## src/rtl/stepdown_pkg.sv

```systemverilog
// Shared types for the stepdown priority resolver: result codes, FSM states and
// the width of the optional statistics counters.
package stepdown_pkg;

  localparam int CNT_W = 16;

  typedef enum logic [1:0] {
    RES_TIMEOUT = 2'b00,
    RES_WIN0    = 2'b01,
    RES_WIN1    = 2'b10,
    RES_ERROR   = 2'b11
  } res_code_t;

  typedef enum logic [2:0] {
    ST_IDLE,
    ST_CLEAR,
    ST_ARMED,
    ST_SETTLE,
    ST_REPORT
  } state_t;

endpackage

```

## src/rtl/stepdown_sync.sv

```systemverilog
// Multi-flop synchroniser bringing one asynchronous latch grant into the clk
// domain; cleared to 0 by the synchronous active-low reset.
module stepdown_sync #(
  parameter int SYNC_STAGES = 2
) (
  input  logic clk,
  input  logic rstb,
  input  logic d,
  output logic q
);

  logic [SYNC_STAGES-1:0] sync_q;

  // NOTE: sequential state is written with non-blocking assignments only, so
  // every flop samples the pre-edge value of its neighbour.
  always_ff @(posedge clk) begin
    if (!rstb) sync_q <= '0;
    else       sync_q <= {sync_q[SYNC_STAGES-2:0], d};
  end

  assign q = sync_q[SYNC_STAGES-1];

endmodule

```

## src/rtl/stepdown_priority_resolver.sv

```systemverilog
// Arms the asynchronous two-input priority latch, resolves which grant came
// first and reports it over valid/ready. Optional per-result statistics
// counters are built when STEPDOWN_RESOLVER_STATS_EN is defined.
module stepdown_priority_resolver
  import stepdown_pkg::*;
#(
  parameter int SYNC_STAGES  = 2,
  parameter int CLEAR_CYCLES = 4,
  parameter int TIMEOUT      = 255
) (
  input  logic             clk,
  input  logic             rstb,
  input  logic             start,
  input  logic             auto_rearm,
  input  logic             grant0,
  input  logic             grant1,
  input  logic             res_ready,
  output logic             tstate,
  output logic             busy,
  output logic             res_valid,
  output logic [1:0]       res_code
`ifdef STEPDOWN_RESOLVER_STATS_EN
  ,
  output logic [CNT_W-1:0] cnt_win0,
  output logic [CNT_W-1:0] cnt_win1,
  output logic [CNT_W-1:0] cnt_timeout,
  output logic [CNT_W-1:0] cnt_error
`endif
);

  // One shared counter serves both the CLEAR hold and the ARMED timeout.
  localparam int CNT_MAX = (TIMEOUT > CLEAR_CYCLES) ? TIMEOUT : CLEAR_CYCLES;
  localparam int TW      = (CNT_MAX > 1) ? $clog2(CNT_MAX) : 1;

  logic      s0, s1;
  state_t    state_q, state_d;
  logic [TW-1:0] cnt_q, cnt_d;
  logic      tstate_q, tstate_d;
  res_code_t code_q, code_d;

  stepdown_sync #(.SYNC_STAGES(SYNC_STAGES)) u_sync0 (
    .clk (clk), .rstb(rstb), .d(grant0), .q(s0)
  );
  stepdown_sync #(.SYNC_STAGES(SYNC_STAGES)) u_sync1 (
    .clk (clk), .rstb(rstb), .d(grant1), .q(s1)
  );

  always_ff @(posedge clk) begin
    if (!rstb) begin
      state_q  <= ST_IDLE;
      cnt_q    <= '0;
      tstate_q <= 1'b0;
      code_q   <= RES_TIMEOUT;
    end else begin
      state_q  <= state_d;
      cnt_q    <= cnt_d;
      tstate_q <= tstate_d;
      code_q   <= code_d;
    end
  end

  // NOTE: every signal driven here gets a default first, so no path through
  // the case statement can leave one unassigned and infer a latch.
  always_comb begin
    state_d  = state_q;
    cnt_d    = cnt_q;
    tstate_d = tstate_q;
    code_d   = code_q;
    unique case (state_q)
      ST_IDLE: begin
        tstate_d = 1'b0;
        if (start) begin
          state_d = ST_CLEAR;
          cnt_d   = '0;
        end
      end
      ST_CLEAR: begin
        tstate_d = 1'b0;
        if (cnt_q == TW'(CLEAR_CYCLES - 1)) begin
          cnt_d = '0;
          // A grant surviving the whole clear means the latch did not reset.
          if (s0 || s1) begin
            code_d  = RES_ERROR;
            state_d = ST_REPORT;
          end else begin
            tstate_d = 1'b1;
            state_d  = ST_ARMED;
          end
        end else begin
          cnt_d = cnt_q + TW'(1);
        end
      end
      ST_ARMED: begin
        if (s0 || s1) begin
          state_d = ST_SETTLE;
        end else if (cnt_q == TW'(TIMEOUT - 1)) begin
          code_d  = RES_TIMEOUT;
          state_d = ST_REPORT;
        end else begin
          cnt_d = cnt_q + TW'(1);
        end
      end
      ST_SETTLE: begin
        state_d = ST_REPORT;
        unique case ({s1, s0})
          2'b01:   code_d = RES_WIN0;
          2'b10:   code_d = RES_WIN1;
          default: code_d = RES_ERROR;
        endcase
      end
      ST_REPORT: begin
        if (res_ready) begin
          tstate_d = 1'b0;
          cnt_d    = '0;
          state_d  = auto_rearm ? ST_CLEAR : ST_IDLE;
        end
      end
      default: state_d = ST_IDLE;
    endcase
  end

  assign tstate    = tstate_q;
  assign busy      = (state_q != ST_IDLE);
  assign res_valid = (state_q == ST_REPORT);
  assign res_code  = code_q;

`ifdef STEPDOWN_RESOLVER_STATS_EN
  logic [CNT_W-1:0] stat_q [4];

  // NOTE: this small counter array is reset element by element because the
  // counts must read zero after reset; plain storage arrays are left unreset.
  always_ff @(posedge clk) begin
    if (!rstb) begin
      for (int i = 0; i < 4; i++) stat_q[i] <= '0;
    end else if (state_q == ST_REPORT && res_ready && stat_q[code_q] != '1) begin
      stat_q[code_q] <= stat_q[code_q] + CNT_W'(1);
    end
  end

  assign cnt_timeout = stat_q[0];
  assign cnt_win0    = stat_q[1];
  assign cnt_win1    = stat_q[2];
  assign cnt_error   = stat_q[3];
`endif

endmodule

```

## config.mk

```make
export PLATFORM = sky130hd
export DESIGN_NAME = stepdown_priority_resolver
export DESIGN_NICKNAME = d
export VERILOG_FILES = /design/src/rtl/stepdown_pkg.sv /design/src/rtl/stepdown_sync.sv /design/src/rtl/stepdown_priority_resolver.sv
export SDC_FILE = /design/constraint.sdc
export NUM_CORES = 1
export LEC_CHECK = 0
export CORE_ASPECT_RATIO = 0.6
export CORE_UTILIZATION = 35
export DETAILED_ROUTE_END_ITERATION = 10
export HOLD_SLACK_MARGIN = 0.1
export MAX_ROUTING_LAYER = met4
export PLACE_DENSITY_LB_ADDON = 0.05
export SETUP_SLACK_MARGIN = 0.3
export SYNTH_ARGS = -nofsm -noshare
export SYNTH_HDL_FRONTEND = slang
export SYNTH_SLANG_ARGS = --single-unit
```

## constraint.sdc

```tcl
create_clock -name clk -period 2.6 [get_ports clk]
set_input_delay 0.52 -clock clk [delete_from_list [all_inputs] [get_ports clk]]
set_output_delay 0.52 -clock clk [all_outputs]
set_load 0.03 [all_outputs]
```

==> results of run 1 <==
[stage by stage]
step	utilization (%)	hold WS (ps)	setup slack [ps]	power, uW
after floorplan	-	412	764	434
after global placement	43.3	415	333	475
after detailed placement	43.3	423	293	476
after CTS	45.4	441	348	712
after global routing	45.5	454	312	747
final	45.5	437	390	701
[cells in the mapped netlist]
cell type	n	area, um^2
a21boi_0	2	15.0
nor3_1	3	15.0
o31ai_1	1	7.51
o22ai_4	1	20.0
and2_1	6	37.5
ha_1	2	25.0
a21oi_1	10	50.1
xnor2_1	1	8.76
buf_6	2	22.5
a211o_1	1	8.76
o211a_1	1	10.0
clkbuf_1	3	11.3
nand3b_1	1	7.51
or2_2	1	6.26
o221ai_1	1	8.76
o21ai_0	8	40.0
nor2b_1	1	6.26
a211oi_1	1	7.51
dfxtp_1	18	360
nand3_1	2	10.0
a21boi_1	1	7.51
nor3b_1	1	7.51
o32ai_1	1	8.76
xor2_1	1	8.76
a21oi_4	1	16.3
or3_1	3	18.8
nand2b_1	2	12.5
or4_1	1	7.51
o21ai_1	1	5.00
nor3_4	1	16.3
a31oi_1	1	6.26
nand4_1	3	18.8
o22ai_1	1	6.26
or3b_1	1	8.76
nand4b_1	1	8.76
inv_1	3	11.3
nand2_1	11	41.3
o21a_1	3	22.5
nand3b_4	1	20.0
nor4b_2	1	15.0
nor2_1	8	30.0
mux2i_1	3	30.0
[worst max-delay path by stage]
stage	to	slack (ps)	cells after the start
4_1_cts	res_valid	350	2
3_3_place_gp	cnt_q[7]	330	6
6_report	busy	390	2
3_5_place_dp	cnt_q[7]	290	6
2_1_floorplan	res_valid	760	2
5_1_grt	busy	310	2
[timing repair]
action                     4_1_cts  5_1_grt
setup endpoints to repair        0        2
setup buffers                    0        0
resized for setup                0        2
hold buffers                     0        0
[sequential cells by signal (all words and copies together) (netlist names)]
name and count:
cnt_q 8, state_q 3, res_code 2, u_sync0.sync_q 2
u_sync1.sync_q 2, tstate 1
[cell families after synthesis]
group | synth area share (%)
AND/OR/NAND/NOR | 28.6
AO/OA/AOI/OAI | 23.9
flip-flops | 35.8
buffers and inverters | 4.48
multiplexers | 2.99
XOR/XNOR | 1.74
adder cells (fa/ha/maj) | 2.49
[cell type report]
| class | instances | share of cell area [%] |
|---|---|---|
| multi-input combinational | 90 | 50.5 |
| clock buffer | 4 | 4.63 |
| sequential | 18 | 30.4 |
| inverter | 3 | 0.947 |
| tap | 32 | 3.37 |
| timing repair buffer | 12 | 10.1 |
[cells in the final DEF (no fill, tap or decap), types with 4 or more instances in the layout]
master,Yosys,routed
dfxtp_1,18,17
nand2_1,11,11
a21oi_1,10,10
clkdlybuf4s50_1,0,10
nor2_1,8,8
o21ai_0,8,8
and2_1,6,6
clkbuf_8,0,4
[metal layers]
layer	wire, um	global-route usage, %
met5	0	-
met1	1160	23.2
met3	153	5.58
met2	851	23.0
met4	20	4.80
[critical path, cell delays in order (launching register included)]
cell and delay (ps):
dfxtp_1 440, or3_1 390, clkdlybuf4s50_1 600
[report_power, final]
group | internal [uW] | switching [uW] | leakage (uW) | total, uW
combinational | 70.2 | 90.5 | 0.000266 | 161
clock | 135 | 96.5 | 0.0000288 | 231
sequential | 290 | 19.5 | 0.000147 | 309
==> impl_metrics.json, run 1 <==
{
  "outcome": "finished clean",
  "vdd_drop_max_mv": 0.342,
  "report.final.slew_viol_count": 0,
  "design.portCount": 12,
  "slew_headroom_pct": 60.7,
  "max_freq_ghz": 0.452,
  "fp.dieH_um": 43.5,
  "reg2regPathDepth": 6,
  "powerDensity_mw_per_mm2": 590,
  "placedCellCount": 155,
  "grt_pass1_vias": 811,
  "hold_depth": 1,
  "critPathMaxFanout": 10,
  "r2r-start": "cnt_q[1]",
  "p_leak_uw": 0.000441,
  "crit_arrival_ps": 1690,
  "multi_input_area_um2": 601,
  "route.detailed.drc": 0,
  "fp-row-count": 14,
  "grt_use_total_pct": 16.8,
  "initial_core_util_pct": 38.5,
  "place_area_mm2": 0.00113,
  "final_cell_count_no_fill": 159,
  "rsz0062_at_grt": "false",
  "drive_above_1_share_pct": 9.45,
  "rrSetupSlack_ps": 600,
  "cts.clk_slew.worst_paths_ps": 70,
  "syn_area_mm2": 0.00101,
  "yosysWarnings": 0,
  "hpwl_um": 1610,
  "crit_start": "state_q[0]",
  "finalNetCount": 137,
  "cts_root_buf": "clkbuf_8",
  "synthesis.nets": 125,
  "globalplace.congestion": 0.859,
  "grt_start_max_net_pins": 19,
  "core-area_mm2": 0.00261,
  "syn_area_per_cell_um2": 8.67,
  "startpoint_type": "flip-flop",
  "numCtsBuffers": 3,
  "synth.distinct_cells": 42,
  "finalSetupViolCount": 0,
  "hold_end": "u_sync0.sync_q[1]",
  "period_share_pct": 85.0,
  "yosysSeqAreaShare_pct": 35.8,
  "route.vias.total": 869,
  "syn_inst": 116,
  "period_needed_ps": 2210,
  "fin_tns_setup_ps": 0,
  "worst_pin_slew_ps": 587,
  "gr-total-overflow": 0,
  "ys_ff_latch": 18,
  "nFillCells": 248,
  "design.die.area_mm2": 0.00310,
  "wl_per_cell_um": 13.7,
  "hold_path_class": "reg -> reg",
  "clock_latency_ps": 260,
  "crit_type": "reg -> out",
  "end_kind": "output pin",
  "dr.pass1.iters": 4,
  "die_w_um": 71.2,
  "drt_wl_total_um": 2180,
  "hold_viol_final": 0,
  "fin_area_mm2": 0.00119,
  "register_area_um2": 362,
  "cts_sinks": 18,
  "syn2layout_area_growth_pct": 18.2,
  "drt_first_iter_violations": 89,
  "r2r_end": "cnt_q[0]",
  "vias_per_cell": 5.47,
  "required_ps": 2080,
  "hold_start": "u_sync0.sync_q[0]",
  "antenna_found_initial": 0,
  "cts_tree": "yes",
  "grt_pass1_wl_um": 3740,
  "htree_levels": 1,
  "clockBufferDepth": 2,
  "clock_skew_ps": 4.00,
  "max-cap-violations": 0,
  "antenna_cells": 0,
  "antenna_left": 0,
  "portBuffers": 11
}
No activity file was read; power rests on OpenSTA's default activity.
==> run 2: changes to the inputs <==
--- a/config.mk
+++ b/config.mk
@@ -8,7 +8,6 @@
 export CORE_ASPECT_RATIO = 0.6
 export CORE_UTILIZATION = 35
 export DETAILED_ROUTE_END_ITERATION = 10
-export HOLD_SLACK_MARGIN = 0.1
 export MAX_ROUTING_LAYER = met4
 export PLACE_DENSITY_LB_ADDON = 0.05
 export SETUP_SLACK_MARGIN = 0.3
==> results of run 2 <==
The final DEF is identical to that of run 1; final timing and power are the same.
